[src/rtl/booth_r4_mul.sv]
// booth_r4_mul: radix-4 modified-Booth sequential multiplier, signed/unsigned per operation,
// valid/ready on operands and result.
module booth_r4_mul #(
    parameter int N = 8
) (
    input  logic           clk,
    input  logic           rst,
    input  logic           in_valid,
    output logic           in_ready,
    input  logic           signed_mode,
    input  logic [N-1:0]   multiplicand,
    input  logic [N-1:0]   multiplier,
    output logic           out_valid,
    input  logic           out_ready,
    output logic [2*N-1:0] product,
    output logic           busy
);
    localparam int ITER = (N + 2) / 2;
    localparam int QW = 2 * ITER;
    localparam int CW = $clog2(ITER + 1);
    localparam int PW = 2 * N;

    typedef enum logic [1:0] {IDLE, CALC, DONE} state_t;

    state_t state, next_state;
    logic [N+1:0] a, m, m2, addend, sum;
    logic [QW-1:0] q;
    logic q1;
    logic [CW-1:0] cnt;
    logic [2:0] sel;

    assign in_ready = state == IDLE;
    assign out_valid = state == DONE;
    assign busy = state != IDLE;

    always_ff @(posedge clk or negedge rst)
        if (!rst) state <= IDLE;
        else state <= next_state;

    always_comb begin
        next_state = state;
        next_state = (state == IDLE && in_valid) ? CALC :
                     (state == CALC && cnt == '0) ? DONE :
                     (state == DONE && out_ready) ? IDLE : state;
    end

    // Booth recode of the low multiplier pair plus the previously shifted-out bit
    always_comb begin
        sel = {q[1:0], q1};
        m2 = m << 1;
        addend = (sel == 3'b001 || sel == 3'b010) ? m :
                 (sel == 3'b011) ? m2 :
                 (sel == 3'b100) ? -m2 :
                 (sel == 3'b101 || sel == 3'b110) ? -m : '0;
        sum = a + addend;
    end

    always_ff @(posedge clk or negedge rst) begin
        if (!rst) begin
            a <= '0;
            q <= '0;
            q1 <= 1'b0;
            m <= '0;
            cnt <= '0;
            product <= '0;
        end else if (state == IDLE && in_valid) begin
            m <= {{2{signed_mode & multiplicand[N-1]}}, multiplicand};
            q <= {{(QW-N){signed_mode & multiplier[N-1]}}, multiplier};
            a <= '0;
            q1 <= 1'b0;
            cnt <= CW'(ITER);
        end else if (state == CALC) begin
            if (cnt != '0) begin
                {a, q, q1} <= {{2{sum[N+1]}}, sum, q[QW-1:1]};
                cnt <= cnt - CW'(1);
            end else begin
                product <= PW'({a, q});
            end
        end
    end
endmodule

[config.mk]
export PLATFORM = sky130hd
export DESIGN_NAME = booth_r4_mul
export DESIGN_NICKNAME = d
export VERILOG_FILES = /design/src/rtl/booth_r4_mul.sv
export SDC_FILE = /design/constraint.sdc
export NUM_CORES = 1
export LEC_CHECK = 0
export CORE_MARGIN = 2
export CORE_UTILIZATION = 45
export DETAILED_ROUTE_END_ITERATION = 12
export DONT_BUFFER_PORTS = 1
export REMOVE_ABC_BUFFERS = 1
export SLEW_MARGIN = 20
export SYNTH_ARGS = -nofsm -noshare
export SYNTH_HDL_FRONTEND = slang
export SYNTH_SLANG_ARGS = --single-unit
[constraint.sdc]
create_clock -name clk -period 9.56 [get_ports clk]
set_input_delay 1.912 -clock clk [delete_from_list [all_inputs] [get_ports clk]]
set_output_delay 1.912 -clock clk [all_outputs]
set_load 0.005 [all_outputs]
==> results of run 1 <==
-- metal layers --
metal	global-route usage	wire length (um)	vias up
met4	0.05572	103	0
met5	0	0	-
met2	0.2958	2858	58
met3	0.03736	281	9
li1	-	-	1106
met1	0.2513	2962	1079
-- cell usage in the layout (no fill, tap or decap), drive strengths merged, types with 2 or more instances in the layout --
cell and n:
nor3 5, a21oi 20, inv 16, clkbuf 6
nand2b 2, and2 2, mux2 16, buf 4
dfrtp 49, o31ai 2, nand3 3, nor2b 3
nor3b 3, or3 2, xnor2 4, nand2 62
o22ai 3, and3 3, nor2 17, a21o 3
a22oi 9, xor2 9, o211ai 3, a211oi 4
o32a 2, o21ai 30, mux2i 4, ha 13
-- cells by family after synthesis --
group                      after synthesis
adders and majority gates               14
muxes                                   20
buffers and inverters                   30
and+or+nand+nor                        107
DFF                                     49
xor gates and xnor gates                13
AOI/OAI and AO/OA                       86
-- sequential cells by signal, summed over array words and instances (netlist names) --
| signal | cells |
|---|---|
| product | 16 |
| m | 9 |
| q | 10 |
| state | 2 |
| cnt | 3 |
| a | 8 |
| q1 | 1 |
-- layout make-up --
type | instances | area share
repair buffers | 4 | 0.009848
clock buffers | 6 | 0.02708
well taps | 77 | 0.03160
flip-flops and latches | 49 | 0.4021
clock inverters | 2 | 0.005745
multi-input cells | 240 | 0.5051
inverters | 15 | 0.01847
-- worst min path at each step --
stage	start	to	slack (ps)	cells past startpoint
after global placement	cnt[0]	cnt[0]	460	1
after detailed placement	cnt[0]	cnt[0]	470	1
final	cnt[0]	cnt[0]	480	1
after floorplan	cnt[0]	cnt[0]	440	1
after global routing	cnt[0]	cnt[0]	520	1
after CTS	cnt[0]	cnt[0]	480	1
-- power by group through the flow --
stage               clock network [mW]  logic, mW  registers [mW]
finish                           0.132   0.000132           0.207
global route                     0.143   0.000149           0.207
CTS                              0.136   0.000130           0.207
detailed placement                   0   0.000128           0.211
global placement                     0   0.000125           0.211
floorplan                            0   0.000122           0.211
-- worst max-delay path: cells and delay by family, from the launching register on --
kind / cells / cell delay (ps)
adder cells (fa/ha/maj): 2 / 560
buffers and inverters: 1 / 100
flip-flops: 1 / 420
AO/OA/AOI/OAI: 8 / 1690
AND/OR/NAND/NOR: 3 / 990
-- Yosys cell counts (all sizes together) (2+ instances only) --
cell type	number	share of area
a21o	3	0.0078
nor3b	3	0.0095
nor2	17	0.022
mux2i	4	0.014
o31ai	2	0.0052
buf	4	0.011
o21ai	30	0.052
nand2b	2	0.0043
o22ai	3	0.0065
and2	2	0.0043
nand2	62	0.080
nor2b	3	0.0065
xor2	9	0.027
o211ai	3	0.0078
dfrtp	49	0.42
nor3	5	0.0086
a21oi	20	0.035
o32a	2	0.0073
clkbuf	11	0.014
ha	13	0.056
xnor2	4	0.012
inv	15	0.019
a211oi	4	0.010
mux2	16	0.062
nand3	3	0.0052
or3	2	0.0048
a22oi	9	0.023
and3	3	0.0065
-- metrics by stage --
| step | hold WS [ps] | cells |
|---|---|---|
| after floorplan | 444.5 | 304 |
| after global placement | 461.4 | 385 |
| after detailed placement | 466.2 | 385 |
| after CTS | 479.6 | 393 |
| after global routing | 524.9 | 393 |
| final | 478.3 | 393 |
==> out/qor.txt, run 1 <==
Path category of the worst min-delay check -> reg -> reg
PortBufs -> 0
Row count -> 29
Final worst slack -> 5717 ps
Warning count from the yosys run -> 0
Crit start category -> flip-flop
FF-to-FF path depth -> 14
CTS tree -> yes
Postcts setup bufs -> 0
Drt drc -> 0
Antenna violations before repair -> 0
Critical path's largest stage delay -> 510 ps
Async S/R FF share, synth -> 1.000
Initial cell density of the core -> 0.4614
Critical Path End Type -> flip-flop
Minimum clock period -> 3843 ps
Fin. max-slew vios -> 0
# diodes -> 0
Worst skew pair latency -> 300 ps
Status -> finished, final reports clean
Synth Area in Simple Gates -> 0.1676
DR vias -> 2252
Post-Synth XOR/XNOR Area -> 0.03931
Clk buf depth -> 2
Most Frequent Cell on Critical Path -> o21ai_0
Post-Synthesis Cell Area -> 2897 um2
Remaining antenna violation count -> 0
Post-DR vias/cell -> 5.730
Resize count post-CTS -> 0
Initial DRT Pass Iterations -> 4
Pleak -> 1.477 nW
Gpl congestion -> 0.8682
Final nets -> 350
Mux cell area share after synthesis -> 0.07603
Area occupied by multi-input gates -> 1540 um2
Overflow after GRT -> 0
Die ar. -> 7095 um2
Clock share of power -> 0.390
Max frequency -> 260.2 MHz
Reg2reg start -> m[1]
Largest net degree at the start of global routing -> 50
Clock root buffer -> clkbuf_8
Worst path slowest cell -> or4b_4
PD cells -> 111.3 nW/um2
Post-layout util -> 0.4857
Hold buffers post-CTS -> 0
Layout cells sized above 1 -> 0.1044
Fin crit share -> 0.4019
Placed cell area -> 2949 um2
Vias in the first global route -> 2166
Clk sinks -> 49
Register area share after synthesis -> 0.4233
R2R setup slack -> 5720 ps
Pre-CTS WS -> 5761 ps
Crit-path max FO -> 5
Synth Area in Compound Gates -> 0.1857
Core area -> 6277 um2
Switch share -> 0.2124
Synthesis-to-layout area growth -> 5.270%
Largest family of logic cells by synthesized area -> compound AO/OA/AOI/OAI gates
Die height -> 84.23 um
Slew @ Worst Pin -> 692.4 ps
Syn avg cell area -> 9.080 um2
Total global-route track usage -> 0.1837
Number of max-cap violations -> 0
Filler Cell Count -> 600
Power Total -> 0.3395 mW
H-tree levels -> 2
Setup-failing EPs final -> 0
Crit. Startpoint -> m[1]
Crit-path cells -> inv_1 -> ha_1 -> or4b_4 -> o21ai_0 -> nand2_1 -> a2111o_1 -> o21ai_0 -> ha_1 -> a2111oi_0 -> o21ai_0 -> a41oi_1 -> a21oi_1 -> or4_1 -> o211ai_1
Gate power share -> 0
Drt wl/cell -> 15.79 um
Endpoints failing hold -> 0
Internal -> 0.2674 mW
Netlist cell types -> 49
CP arrival -> 4060 ps
Top-Level Pins -> 40
RSZ-0062 raised after global routing -> no
Worst Skew -> 7.872 ps
Cts bufs inserted -> 5
Relative slew slack -> 0.5384
Die Wd -> 84.23 um
Final instance area -> 3049 um2
VDD IR max -> 89.18 uV
Setup TNS -> 0 ps
EDFF count, synth -> 0
Worst path required time -> 9780 ps
Flop pwr share -> 0.610
#FFs+latches synth -> 49
Net switching power -> 0.07211 mW
CTS clk-pin slew, worst paths -> 90 ps
Setup crit end -> a[8]
Crit Path Category -> reg -> reg
Post-DP HPWL -> 4535 um
Sequential Area -> 1226 um2
Final WL -> 6206 um
First-pass GRT wire length -> 10600 um
Adder-cell share of the synthesized area -> 0.06307
Prevailing post-synth register cell -> dfrtp_1
Mapped Cells -> 319
Iter 0 DRT Violations -> 175
Reg-to-Reg End -> a[8]
Note: power is estimated with default switching activity, not from simulation.
==> inputs of run 2 (changes only) <==
==> constraint.sdc (replaced) <==
create_clock -name clk -period 3.4 [get_ports clk]
set_input_delay 0.68 -clock clk [delete_from_list [all_inputs] [get_ports clk]]
set_output_delay 0.68 -clock clk [all_outputs]
set_load 0.005 [all_outputs]
==> run 2 against run 1 <==
Hold slack got worse by 410 ps; critical endpoint unchanged; count of clock-buffer cells in the layout is 1 lower; sequential power increased to 2.8 times the previous value; routed wire length rose by 9.0%; critical path type unchanged; die area unchanged; cell count is 5.1% higher; first-iteration DRC count fell by 26%; largest power group unchanged; largest cell class unchanged; highest routed layer unchanged.
==> out/qor.txt, run 2 (synthesized netlist as in run 1, its figures left out) <==
Status -> finished, final reports clean (unchanged)
Worst path depth -> 14 (unchanged)
RSZ-0062 raised after global routing -> yes (was no)
FF-to-FF path depth -> 14 (unchanged)
Initial cell density of the core -> 0.4614 (unchanged)
Crit start category -> flip-flop (unchanged)
Setup crit end -> a[8] (unchanged)
Largest reg by FF count -> product (unchanged)
Fin crit share -> 0.9947 (was 0.4019)
Setup-failing EPs final -> 0 (unchanged)
Reg2reg start -> m[0] (was m[1])
Gpl congestion -> 0.9255 (was 0.8682)
Pleak -> 1.584 nW (was 1.477 nW)
PortBufs -> 0 (unchanged)
Number of max-cap violations -> 0 (unchanged)
Inst Count DP -> 404 (was 385)
Minimum clock period -> 3382 ps (was 3843 ps)
Clk sinks -> 49 (unchanged)
Buf/Inv on CP -> 1 (unchanged)
Post-DR vias/cell -> 5.639 (was 5.730)
Endpoints failing hold -> 0 (unchanged)
Critical path's largest stage delay -> 470 ps (was 510 ps)
VDD IR max -> 236.2 uV (was 89.18 uV)
# diodes -> 0 (unchanged)
Final nets -> 371 (was 350)
PD cells -> 301.1 nW/um2 (was 111.3 nW/um2)
Relative slew slack -> 0.6389 (was 0.5384)
Reg-to-Reg End -> a[8] (unchanged)
Largest net degree at the start of global routing -> 50 (unchanged)
Total global-route track usage -> 0.1992 (was 0.1837)
Antenna violations before repair -> 0 (unchanged)
R2R setup slack -> 20 ps (was 5720 ps)
Regs by FF count -> product (16), q (10), m (9) (unchanged)
Crit. Startpoint -> m[0] (was m[1])
Placed cell area -> 3092 um2 (was 2949 um2)
Remaining antenna violation count -> 0 (unchanged)
Top-Level Pins -> 40 (unchanged)
Worst path required time -> 3620 ps (was 9780 ps)
Max frequency -> 295.7 MHz (was 260.2 MHz)
Path category of the worst min-delay check -> in -> async (was reg -> reg)
Worst Skew -> 8.844 ps (was 7.872 ps)
Fin. max-slew vios -> 0 (unchanged)
Crit-path cells -> inv_2 -> ha_4 -> or4b_4 -> o21ai_2 -> nand2_1 -> a2111o_1 -> o21ai_1 -> ha_1 -> a2111oi_4 -> o21ai_2 -> a41oi_2 -> a21oi_2 -> or4_1 -> o211ai_1 (was inv_1 -> ha_1 -> or4b_4 -> o21ai_0 -> nand2_1 -> a2111o_1 -> o21ai_0 -> ha_1 -> a2111oi_0 -> o21ai_0 -> a41oi_1 -> a21oi_1 -> or4_1 -> o211ai_1)
First-pass GRT wire length -> 11450 um (was 10600 um)
Most frequent cells in the layout -> nand2_1 (62), dfrtp_1 (49), o21ai_0 (26), buf_4 (25), a21oi_1 (19) (was nand2_1 (62), dfrtp_1 (49), o21ai_0 (29), a21oi_1 (20), nor2_1 (17))
Clock root buffer -> clkbuf_8 (unchanged)
Synthesis-to-layout area growth -> 13.17% (was 5.270%)
Worst path slowest cell -> or4b_4 (unchanged)
Layout cells sized above 1 -> 0.1875 (was 0.1044)
Vias in the first global route -> 2354 (was 2166)
Crit Path Category -> reg -> reg (unchanged)
Drt drc -> 0 (unchanged)
DR vias -> 2329 (was 2252)
Slew @ Worst Pin -> 539.7 ps (was 692.4 ps)
Final instance area -> 3278 um2 (was 3049 um2)
Die ar. -> 7095 um2 (unchanged)
Row count -> 29 (unchanged)
Initial DRT Pass Iterations -> 4 (unchanged)
Worst skew pair latency -> 300 ps (about the same)
Most Frequent Cell on Critical Path -> o21ai_2 (was o21ai_0)
Final hold slack -> 69.83 ps (was 478.3 ps)
Crit-path max FO -> 2 (was 5)
Final Instance Count excl. Fillers -> 413 (was 393)
CP arrival -> 3600 ps (was 4060 ps)
Number of flip-flops in the largest register -> 16 (unchanged)
H-tree levels -> 2 (unchanged)
Iter 0 DRT Violations -> 130 (was 175)
Die height -> 84.23 um (unchanged)
Clk buf depth -> 2 (unchanged)
Overflow after GRT -> 0 (unchanged)
Final WL -> 6762 um (was 6206 um)
Die Wd -> 84.23 um (unchanged)
Post-DP HPWL -> 4981 um (was 4535 um)
Critical Path End Type -> flip-flop (unchanged)
CTS clk-pin slew, worst paths -> 90 ps (about the same)
Core area -> 6277 um2 (unchanged)
Critical path's top delay family -> compound AO/OA/AOI/OAI gates (unchanged)
Cts bufs inserted -> 5 (unchanged)
Most common library cell in the layout ignoring fill and taps -> nand2_1 (unchanged)
Drt wl/cell -> 16.37 um (was 15.79 um)
CTS tree -> yes (unchanged)
[run 2: cell types whose count changed in the layout (fill, tap and decap cells not counted), sizes merged]
cell | before | now
clkbuf | 6 | 5
bufinv | 0 | 1
inv | 16 | 15
buf | 4 | 25
[run 2: metrics by stage]
stage,setup TNS [ps],utilization,worst slack (ps),power (mW)
global placement,-78.23,0.4925,-78.23,0.5943
finish,0,0.5222,18.18,0.9871
floorplan,-103.8,-,-103.8,0.5943
CTS,-28.82,0.5139,-28.82,0.9981
detailed placement,-279.6,0.4925,-279.6,0.5943
global route,-148.5,0.5222,-148.5,1.016
[run 2: cell type report]
type,count,area (um2)
Inverter,15,56.30
Sequential cell,49,1226
Fill cell,613,2999
Clock buffer,5,68.82
Timing Repair Buffer,25,187.7
Clock inverter,2,35.03
Tap cell,77,96.34
Multi-Input combinational cell,240,1608
[run 2: power breakdown]
| group | total [mW] | internal (mW) | switching (mW) |
|---|---|---|---|
| Clock | 0.405 | 0.214 | 0.190 |
| Combinational | 0.000361 | 0.000256 | 0.000104 |
| Sequential | 0.582 | 0.582 | 0 |
[run 2: how the worst min path moves through the flow]
| stage | from | slack (ps) | cells after the start | end |
|---|---|---|---|---|
| finish | rst | 70 | 0 | a[5] |
| global route | rst | 50 | 0 | cnt[2] |
| detailed placement | rst | 390 | 0 | cnt[2] |
| global placement | rst | 390 | 0 | cnt[0] |
| floorplan | rst | 380 | 0 | a[0] |
| CTS | rst | 60 | 0 | a[1] |
[run 2: what timing repair did]
item,in CTS,in global routing
gates resized for setup,7,9
pin swaps,1,6
setup endpoints to repair,1,1
hold buffers,0,0
setup buffers,0,2
[run 2: per-layer routing]
metal  up-vias  GRT usage  wire, um
met2        49     0.3254      3268
met5         -          0         0
met1      1121     0.2749      3145
met4         0    0.05279        82
li1       1153          -         -
met3         6    0.03540       266
